[config.mk]
export PLATFORM = sky130hd
export DESIGN_NAME = id_ctrl_stage
export DESIGN_NICKNAME = d
export VERILOG_FILES = /design/src/rtl/id_ctrl_stage_pkg.sv /design/src/rtl/id_ctrl_stage_ctrl_decoder.sv /design/src/rtl/id_ctrl_stage.sv
export SDC_FILE = /design/constraint.sdc
export NUM_CORES = 1
export LEC_CHECK = 0
export CAP_MARGIN = 5
export CORE_MARGIN = 2
export CORE_UTILIZATION = 44
export DETAILED_ROUTE_END_ITERATION = 10
export HOLD_SLACK_MARGIN = 0.12
export PLACE_DENSITY = 0.88
export SYNTH_ARGS = -nofsm -noshare
export SYNTH_HDL_FRONTEND = slang
export SYNTH_SLANG_ARGS = --single-unit
export TNS_END_PERCENT = 1
[constraint.sdc]
create_clock -name i_clk -period 3.05 [get_ports i_clk]
set_input_delay 0.61 -clock i_clk [delete_from_list [all_inputs] [get_ports i_clk]]
set_output_delay 0.61 -clock i_clk [all_outputs]
set_load 0.02 [all_outputs]
[src/rtl/id_ctrl_stage_pkg.sv]
// Shared types and constants for the ID->EX control stage.
// CTRL_MEXT_EN (optional) enables RV32M decode and the divide occupancy counter.
package id_ctrl_stage_pkg;

    localparam int unsigned ALU_W     = 5;
    localparam int unsigned REG_W     = 5;
    localparam int unsigned MDU_CNT_W = 4;

    localparam logic [6:0] OPC_LUI    = 7'b0110111;
    localparam logic [6:0] OPC_AUIPC  = 7'b0010111;
    localparam logic [6:0] OPC_JAL    = 7'b1101111;
    localparam logic [6:0] OPC_JALR   = 7'b1100111;
    localparam logic [6:0] OPC_BRANCH = 7'b1100011;
    localparam logic [6:0] OPC_LOAD   = 7'b0000011;
    localparam logic [6:0] OPC_STORE  = 7'b0100011;
    localparam logic [6:0] OPC_OPIMM  = 7'b0010011;
    localparam logic [6:0] OPC_OP     = 7'b0110011;

    localparam logic [6:0] FUNCT7_BASE = 7'b0000000;
    localparam logic [6:0] FUNCT7_ALT  = 7'b0100000;
    localparam logic [6:0] FUNCT7_MEXT = 7'b0000001;

    localparam logic [ALU_W-1:0] ALU_ADD    = 5'd0;
    localparam logic [ALU_W-1:0] ALU_SUB    = 5'd1;
    localparam logic [ALU_W-1:0] ALU_SLL    = 5'd2;
    localparam logic [ALU_W-1:0] ALU_SLT    = 5'd3;
    localparam logic [ALU_W-1:0] ALU_SLTU   = 5'd4;
    localparam logic [ALU_W-1:0] ALU_XOR    = 5'd5;
    localparam logic [ALU_W-1:0] ALU_SRL    = 5'd6;
    localparam logic [ALU_W-1:0] ALU_SRA    = 5'd7;
    localparam logic [ALU_W-1:0] ALU_OR     = 5'd8;
    localparam logic [ALU_W-1:0] ALU_AND    = 5'd9;
    localparam logic [ALU_W-1:0] ALU_MUL    = 5'd10;
    localparam logic [ALU_W-1:0] ALU_MULH   = 5'd11;
    localparam logic [ALU_W-1:0] ALU_MULHSU = 5'd12;
    localparam logic [ALU_W-1:0] ALU_MULHU  = 5'd13;
    localparam logic [ALU_W-1:0] ALU_DIV    = 5'd14;
    localparam logic [ALU_W-1:0] ALU_DIVU   = 5'd15;
    localparam logic [ALU_W-1:0] ALU_REM    = 5'd16;
    localparam logic [ALU_W-1:0] ALU_REMU   = 5'd17;

    typedef struct packed {
        logic [ALU_W-1:0] alu_opcode;
        logic             op1_sel;
        logic             op2_sel;
        logic             br_unsign;
        logic             branch;
        logic             jmp;
        logic             mem_to_reg;
        logic             mem_rden;
        logic             mem_wren;
        logic             rd_wren;
        logic             is_ctrl;
        logic [2:0]       funct3;
        logic [REG_W-1:0] rd_addr;
        logic [REG_W-1:0] rs1_addr;
        logic [REG_W-1:0] rs2_addr;
    } ctrl_bundle_t;

    // funct3 -> base ALU op; alt selects sub/sra.
    function automatic logic [ALU_W-1:0] base_alu(input logic [2:0] f3, input logic alt);
        logic [ALU_W-1:0] op;
        case (f3)
            3'b000:  op = alt ? ALU_SUB : ALU_ADD;
            3'b001:  op = ALU_SLL;
            3'b010:  op = ALU_SLT;
            3'b011:  op = ALU_SLTU;
            3'b100:  op = ALU_XOR;
            3'b101:  op = alt ? ALU_SRA : ALU_SRL;
            3'b110:  op = ALU_OR;
            default: op = ALU_AND;
        endcase
        return op;
    endfunction

endpackage

[src/rtl/id_ctrl_stage_ctrl_decoder.sv]
// Combinational instruction decoder: instruction word -> control bundle.
// CTRL_MEXT_EN selects RV32M decode; otherwise funct7=0000001 is illegal.
module ctrl_decoder
    import id_ctrl_stage_pkg::*;
(
    input  logic [31:0]  i_instr,
    output ctrl_bundle_t o_ctrl,
    output logic         o_illegal,
    output logic         o_uses_rs1,
    output logic         o_uses_rs2,
    output logic         o_is_div
);

    logic [6:0] opcode;
    logic [2:0] f3;
    logic [6:0] f7;

    assign opcode = i_instr[6:0];
    assign f3     = i_instr[14:12];
    assign f7     = i_instr[31:25];

    always_comb begin
        o_ctrl            = '0;
        o_ctrl.alu_opcode = ALU_ADD;
        o_ctrl.funct3     = f3;
        o_ctrl.rd_addr    = i_instr[11:7];
        o_ctrl.rs1_addr   = i_instr[19:15];
        o_ctrl.rs2_addr   = i_instr[24:20];
        o_illegal         = 1'b0;
        o_uses_rs1        = 1'b1;
        o_uses_rs2        = 1'b0;
        o_is_div          = 1'b0;
        case (opcode)
            OPC_LUI: begin
                // lui adds its immediate to x0
                o_ctrl.rs1_addr = '0;
                o_ctrl.op2_sel  = 1'b1;
                o_ctrl.rd_wren  = 1'b1;
                o_uses_rs1      = 1'b0;
            end
            OPC_AUIPC: begin
                o_ctrl.op1_sel = 1'b1;
                o_ctrl.op2_sel = 1'b1;
                o_ctrl.rd_wren = 1'b1;
                o_uses_rs1     = 1'b0;
            end
            OPC_JAL: begin
                o_ctrl.op1_sel = 1'b1;
                o_ctrl.op2_sel = 1'b1;
                o_ctrl.jmp     = 1'b1;
                o_ctrl.rd_wren = 1'b1;
                o_ctrl.is_ctrl = 1'b1;
                o_uses_rs1     = 1'b0;
            end
            OPC_JALR: begin
                o_ctrl.op2_sel = 1'b1;
                o_ctrl.jmp     = 1'b1;
                o_ctrl.rd_wren = 1'b1;
                o_ctrl.is_ctrl = 1'b1;
                o_illegal      = (f3 != 3'b000);
            end
            OPC_BRANCH: begin
                o_ctrl.op1_sel   = 1'b1;
                o_ctrl.op2_sel   = 1'b1;
                o_ctrl.branch    = 1'b1;
                o_ctrl.is_ctrl   = 1'b1;
                o_ctrl.br_unsign = f3[1];
                o_uses_rs2       = 1'b1;
                o_illegal        = (f3[2:1] == 2'b01);
            end
            OPC_LOAD: begin
                o_ctrl.op2_sel    = 1'b1;
                o_ctrl.mem_rden   = 1'b1;
                o_ctrl.mem_to_reg = 1'b1;
                o_ctrl.rd_wren    = 1'b1;
            end
            OPC_STORE: begin
                o_ctrl.op2_sel  = 1'b1;
                o_ctrl.mem_wren = 1'b1;
                o_uses_rs2      = 1'b1;
            end
            OPC_OPIMM: begin
                o_ctrl.op2_sel    = 1'b1;
                o_ctrl.rd_wren    = 1'b1;
                o_ctrl.alu_opcode = base_alu(f3, (f3 == 3'b101) && f7[5]);
                if (f3 == 3'b001)
                    o_illegal = (f7 != FUNCT7_BASE);
                else if (f3 == 3'b101)
                    o_illegal = (f7 != FUNCT7_BASE) && (f7 != FUNCT7_ALT);
            end
            OPC_OP: begin
                o_ctrl.rd_wren = 1'b1;
                o_uses_rs2     = 1'b1;
                if (f7 == FUNCT7_BASE) begin
                    o_ctrl.alu_opcode = base_alu(f3, 1'b0);
                end else if ((f7 == FUNCT7_ALT) && ((f3 == 3'b000) || (f3 == 3'b101))) begin
                    o_ctrl.alu_opcode = base_alu(f3, 1'b1);
                end else if (f7 == FUNCT7_MEXT) begin
`ifdef CTRL_MEXT_EN
                    o_ctrl.alu_opcode = ALU_MUL + ALU_W'(f3);
                    o_is_div          = f3[2];
`else
                    o_illegal = 1'b1;
`endif
                end else begin
                    o_illegal = 1'b1;
                end
            end
            default: o_illegal = 1'b1;
        endcase
    end

endmodule

[src/rtl/id_ctrl_stage.sv]
// ID->EX pipeline register with load-use bubble insertion, stall/flush and
// optional multi-cycle divide occupancy (CTRL_MEXT_EN).
module id_ctrl_stage
    import id_ctrl_stage_pkg::*;
#(
    parameter int unsigned ALU_OP_W   = 5,
    parameter int unsigned DIV_CYCLES = 4,
    parameter int unsigned HAZARD_EN  = 1
) (
    input  logic                i_clk,
    input  logic                i_reset,
    input  logic [31:0]         i_instr,
    input  logic                i_valid,
    input  logic                i_stall_ex,
    input  logic                i_flush,
    output logic                o_stall_if,
    output logic                o_valid,
    output logic [ALU_OP_W-1:0] o_alu_opcode,
    output logic                o_op1_sel,
    output logic                o_op2_sel,
    output logic                o_br_unsign,
    output logic                o_branch,
    output logic                o_jmp,
    output logic                o_mem_to_reg,
    output logic                o_mem_rden,
    output logic                o_mem_wren,
    output logic                o_rd_wren,
    output logic                o_is_ctrl,
    output logic [2:0]          o_funct3,
    output logic [REG_W-1:0]    o_rd_addr,
    output logic [REG_W-1:0]    o_rs1_addr,
    output logic [REG_W-1:0]    o_rs2_addr,
    output logic                o_illegal,
    output logic                o_mdu_busy
);

    localparam logic [MDU_CNT_W-1:0] DIV_LOAD = MDU_CNT_W'(DIV_CYCLES - 1);

    ctrl_bundle_t dec_ctrl;
    logic         dec_illegal;
    logic         dec_uses_rs1;
    logic         dec_uses_rs2;
    logic         dec_is_div;

    ctrl_decoder u_dec (
        .i_instr    (i_instr),
        .o_ctrl     (dec_ctrl),
        .o_illegal  (dec_illegal),
        .o_uses_rs1 (dec_uses_rs1),
        .o_uses_rs2 (dec_uses_rs2),
        .o_is_div   (dec_is_div)
    );

    ctrl_bundle_t ctrl_q, ctrl_d;
    logic         valid_q, valid_d;
    logic         illegal_q, illegal_d;
    logic         mdu_hold;
    logic         hz;
    logic         rs_match;

`ifdef CTRL_MEXT_EN
    logic [MDU_CNT_W-1:0] mdu_cnt_q, mdu_cnt_d;
    logic                 mdu_busy_q, mdu_busy_d;

    assign mdu_hold   = (mdu_cnt_q != '0);
    assign o_mdu_busy = mdu_busy_q;
`else
    logic unused_mdu;

    assign unused_mdu = ^{dec_is_div, DIV_LOAD};
    assign mdu_hold   = 1'b0;
    assign o_mdu_busy = 1'b0;
`endif

    // Load in EX whose destination feeds a source the incoming instruction reads.
    assign rs_match = (dec_uses_rs1 && (ctrl_q.rd_addr == dec_ctrl.rs1_addr)) ||
                      (dec_uses_rs2 && (ctrl_q.rd_addr == dec_ctrl.rs2_addr));
    assign hz = (HAZARD_EN != 0) && i_valid && valid_q && ctrl_q.mem_rden &&
                (ctrl_q.rd_addr != '0) && rs_match;

    assign o_stall_if = !i_flush && (i_stall_ex || hz || mdu_hold);

    always_comb begin
        ctrl_d    = ctrl_q;
        valid_d   = valid_q;
        illegal_d = illegal_q;
`ifdef CTRL_MEXT_EN
        mdu_cnt_d  = mdu_cnt_q;
        mdu_busy_d = mdu_busy_q;
`endif
        if (i_flush) begin
            valid_d = 1'b0;
`ifdef CTRL_MEXT_EN
            mdu_cnt_d  = '0;
            mdu_busy_d = 1'b0;
`endif
        end else if (i_stall_ex || mdu_hold) begin
`ifdef CTRL_MEXT_EN
            if (mdu_hold) begin
                mdu_cnt_d = mdu_cnt_q - MDU_CNT_W'(1);
                if (mdu_cnt_q == MDU_CNT_W'(1))
                    mdu_busy_d = 1'b0;
            end
`endif
        end else if (hz) begin
            valid_d = 1'b0;
        end else begin
            ctrl_d    = dec_ctrl;
            valid_d   = i_valid;
            illegal_d = dec_illegal && i_valid;
            if (!i_valid || dec_illegal) begin
                ctrl_d.rd_wren  = 1'b0;
                ctrl_d.mem_wren = 1'b0;
                ctrl_d.mem_rden = 1'b0;
            end
            if (dec_illegal) begin
                ctrl_d.branch = 1'b0;
                ctrl_d.jmp    = 1'b0;
            end
`ifdef CTRL_MEXT_EN
            if (i_valid && dec_is_div && !dec_illegal) begin
                mdu_cnt_d  = DIV_LOAD;
                mdu_busy_d = 1'b1;
            end else begin
                mdu_busy_d = 1'b0;
            end
`endif
        end
    end

    always_ff @(posedge i_clk) begin
        if (i_reset) begin
            ctrl_q    <= '0;
            valid_q   <= 1'b0;
            illegal_q <= 1'b0;
`ifdef CTRL_MEXT_EN
            mdu_cnt_q  <= '0;
            mdu_busy_q <= 1'b0;
`endif
        end else begin
            ctrl_q    <= ctrl_d;
            valid_q   <= valid_d;
            illegal_q <= illegal_d;
`ifdef CTRL_MEXT_EN
            mdu_cnt_q  <= mdu_cnt_d;
            mdu_busy_q <= mdu_busy_d;
`endif
        end
    end

    assign o_valid      = valid_q;
    assign o_alu_opcode = ALU_OP_W'(ctrl_q.alu_opcode);
    assign o_op1_sel    = ctrl_q.op1_sel;
    assign o_op2_sel    = ctrl_q.op2_sel;
    assign o_br_unsign  = ctrl_q.br_unsign;
    assign o_branch     = ctrl_q.branch;
    assign o_jmp        = ctrl_q.jmp;
    assign o_mem_to_reg = ctrl_q.mem_to_reg;
    assign o_mem_rden   = ctrl_q.mem_rden;
    assign o_mem_wren   = ctrl_q.mem_wren;
    assign o_rd_wren    = ctrl_q.rd_wren;
    assign o_is_ctrl    = ctrl_q.is_ctrl;
    assign o_funct3     = ctrl_q.funct3;
    assign o_rd_addr    = ctrl_q.rd_addr;
    assign o_rs1_addr   = ctrl_q.rs1_addr;
    assign o_rs2_addr   = ctrl_q.rs2_addr;
    assign o_illegal    = illegal_q;

endmodule
==> results.ini <==
[outcome]
status=completed

[synthesis]
ys_ff_latch=34
muxShareOfSynthArea_pct=3.12
synth-async-reset-ratio_pct=0
synth-compound-area-share_pct=21.2
synthSimpleGateAreaFrac_pct=31.3
synth_edf_count=0
ys.flop_type=dfxtp_1
avgSynthCellArea_um2=7.90
synth_top_family_by_area=simple AND/OR/NAND/NOR gates
synth_xor_area_share_pct=3.18
synth.distinct_cells=44
synthAdderAreaFrac_pct=0
yosys_warnings=0
syn_inst=244
yosysSeqAreaShare_pct=35.3
syn_area_um2=1930

[sta]
fmax_mhz=348
finalCritPeriodShare_pct=94.3
setup-violations-final=0
hold_viol=0
relSlewSlack_pct=57.9
maxSlewViolCount=0
finalCriticalPeriod_ns=2.87
finClkSkew_ns=0.00652
worst_pin_slew_ns=0.628
rsz0062_at_grt=no
tns_ns=0

[detailed_routing]
vias_per_cell=5.78
drt-pass1-iter-count=4
drc=0
dr.first_iter.drc_count=175
ant_nets=0
wirelength_mm=5.87
vias=2207
wl_per_cell_um=15.4

[worst_hold_path]
min_from=o_rs1_addr[1]
min_path_type=reg -> reg
holdPathEnd=o_rs1_addr[1]
whs_path_depth=2

[clock_tree]
path_clk_slew_ns=0.07
cts_max_path_buffers=2
root_buffer=clkbuf_8
clk_latency_ns=0.29
hold_buffers=0
cts_htree_levels=2
cts.sinks=34
cts_tree=done
cts_buffers=5

[critical_path]
arrival_ns=2.26
cp.required_ns=2.44
critPathKind=in -> out
reg2reg_slack_ns=0.57
r2r_cells=8
worstPathMaxFanout=6
start_kind=primary input
r2r-end=o_op2_sel
r2r_start=o_rd_addr[2]
cp-end-kind=output port

[power_and_ir_drop]
intPower_mw=0.729
p_per_area_nw_per_um2=344
clkPwrFrac_pct=31.1
peakVddDrop_uv=148
seqPwrFrac_pct=46.2
leakagePower_nw=1.02
power_switching_mw=0.280
netSwitchingFraction_pct=27.8
combPwrFrac_pct=22.7

[grt]
grt-ovfl-total=0
grt_max_degree=32
antenna_found_initial=0
grt_pass1_wl_mm=9.52
grt_usage_pct=23.9
grt_pass1_vias=2105

[final_layout]
final_common_cell=clkdlybuf4s50_1
nets=367
diodes=0
drive_gt1_share_pct=14.5
area_growth_syn_to_layout_pct=52.2
fin_cells=382
mostFrequentLayoutCells=clkdlybuf4s50_1, dfxtp_1, o21ai_0, buf_4, a21oi_1

[floorplan]
die_x_um=70.2
io_pins=74
core-area_um2=4290
num_rows=24
dieArea_um2=4920
die_h_um=70.2
initial_core_util_pct=44.9

[placed_design]
dp_hpwl_mm=4.22
place_congestion=0.872
portBuffers=71
dp.cells=373

[job]
cap_violations=0

timing repair:
action                     in CTS  in global routing
setup buffers                   1                  0
hold endpoints to repair        0                  0
gates cloned                    0                  0
resized for setup               7                  5
setup endpoints to repair       1                  1
pin swaps                       3                  1
cell usage after synthesis, types with 3 or more instances:
cell type | instances | area (um2)
a2111oi_0 | 3 | 26.3
a21oi_1 | 24 | 120
clkbuf_1 | 15 | 56.3
dfxtp_1 | 34 | 681
inv_1 | 3 | 11.3
mux2i_1 | 6 | 60.1
nand2_1 | 7 | 26.3
nand2b_1 | 21 | 131
nand3_1 | 18 | 90.1
nand3b_1 | 3 | 22.5
nand4_1 | 12 | 75.1
nand4b_1 | 3 | 26.3
nor2_1 | 11 | 41.3
nor2b_1 | 6 | 37.5
nor3_1 | 3 | 15.0
o21ai_0 | 32 | 160
or4_1 | 3 | 22.5
xnor2_1 | 4 | 35.0
xor2_1 | 3 | 26.3
worst max path at each step:
stage | startpoint | endpoint | slack, ns | cells after the start
after floorplan | i_instr[3] | o_stall_if | 0.24 | 7
after global placement | i_instr[2] | o_stall_if | -0.37 | 7
after CTS | i_instr[16] | o_stall_if | 0.02 | 8
after detailed placement | i_instr[2] | o_stall_if | -0.57 | 7
final | i_instr[2] | o_stall_if | 0.18 | 8
after global routing | i_instr[16] | o_stall_if | 0.06 | 8
cells by family after synthesis:
group / Yosys count
simple gates: 101
compound gates: 71
flops: 34
buf+inv: 24
xor+xnor: 7
mux: 6
other cells: 1
final cells by class:
class                   instances  area, um2
fillers                       360       1360
multi-input cells             187       1180
repair buffers                 99        920
flip-flops and latches         34        681
clock buffers                   5       68.8
well taps                      52       65.1
inverters                       3       11.3
clock inverters                 2       10.0
metal layers:
metal	track usage (%)	wire length, um	up-vias
li1	-	-	1052
met2	40.5	2890	88
met5	0	0	-
met1	30.5	2490	1056
met4	8.33	93	0
met3	4.04	395	11
power by group through the flow:
| stage | clock network [mW] | registers, mW | logic, mW |
|---|---|---|---|
| floorplan | 0 | 0.492 | 0.0860 |
| global placement | 0 | 0.476 | 0.215 |
| detailed placement | 0 | 0.476 | 0.219 |
| CTS | 0.316 | 0.466 | 0.223 |
| global route | 0.335 | 0.468 | 0.245 |
| finish | 0.314 | 0.466 | 0.229 |
worst max-delay path, cell delays in order:
cell and delay [ns]:
clkdlybuf4s50_1 0.50, buf_4 0.20, nand4b_1 0.11, nor2_1 0.07, a21oi_1 0.22, nand4_1 0.18
a21oi_2 0.19, buf_2 0.18
through the flow:
stage / utilization [%] / area (um2) / power, mW / worst slack, ns / hold slack (ns)
floorplan: - / 1930 / 0.578 / 0.239 / 0.546
global placement: 65.3 / 2800 / 0.691 / -0.371 / 0.462
detailed placement: 65.3 / 2800 / 0.695 / -0.567 / 0.463
CTS: 67.7 / 2910 / 1.01 / 0.0222 / 0.477
global route: 68.3 / 2930 / 1.05 / 0.0606 / 0.502
finish: 68.3 / 2930 / 1.01 / 0.175 / 0.474
Note: power is estimated with default switching activity, not from simulation.
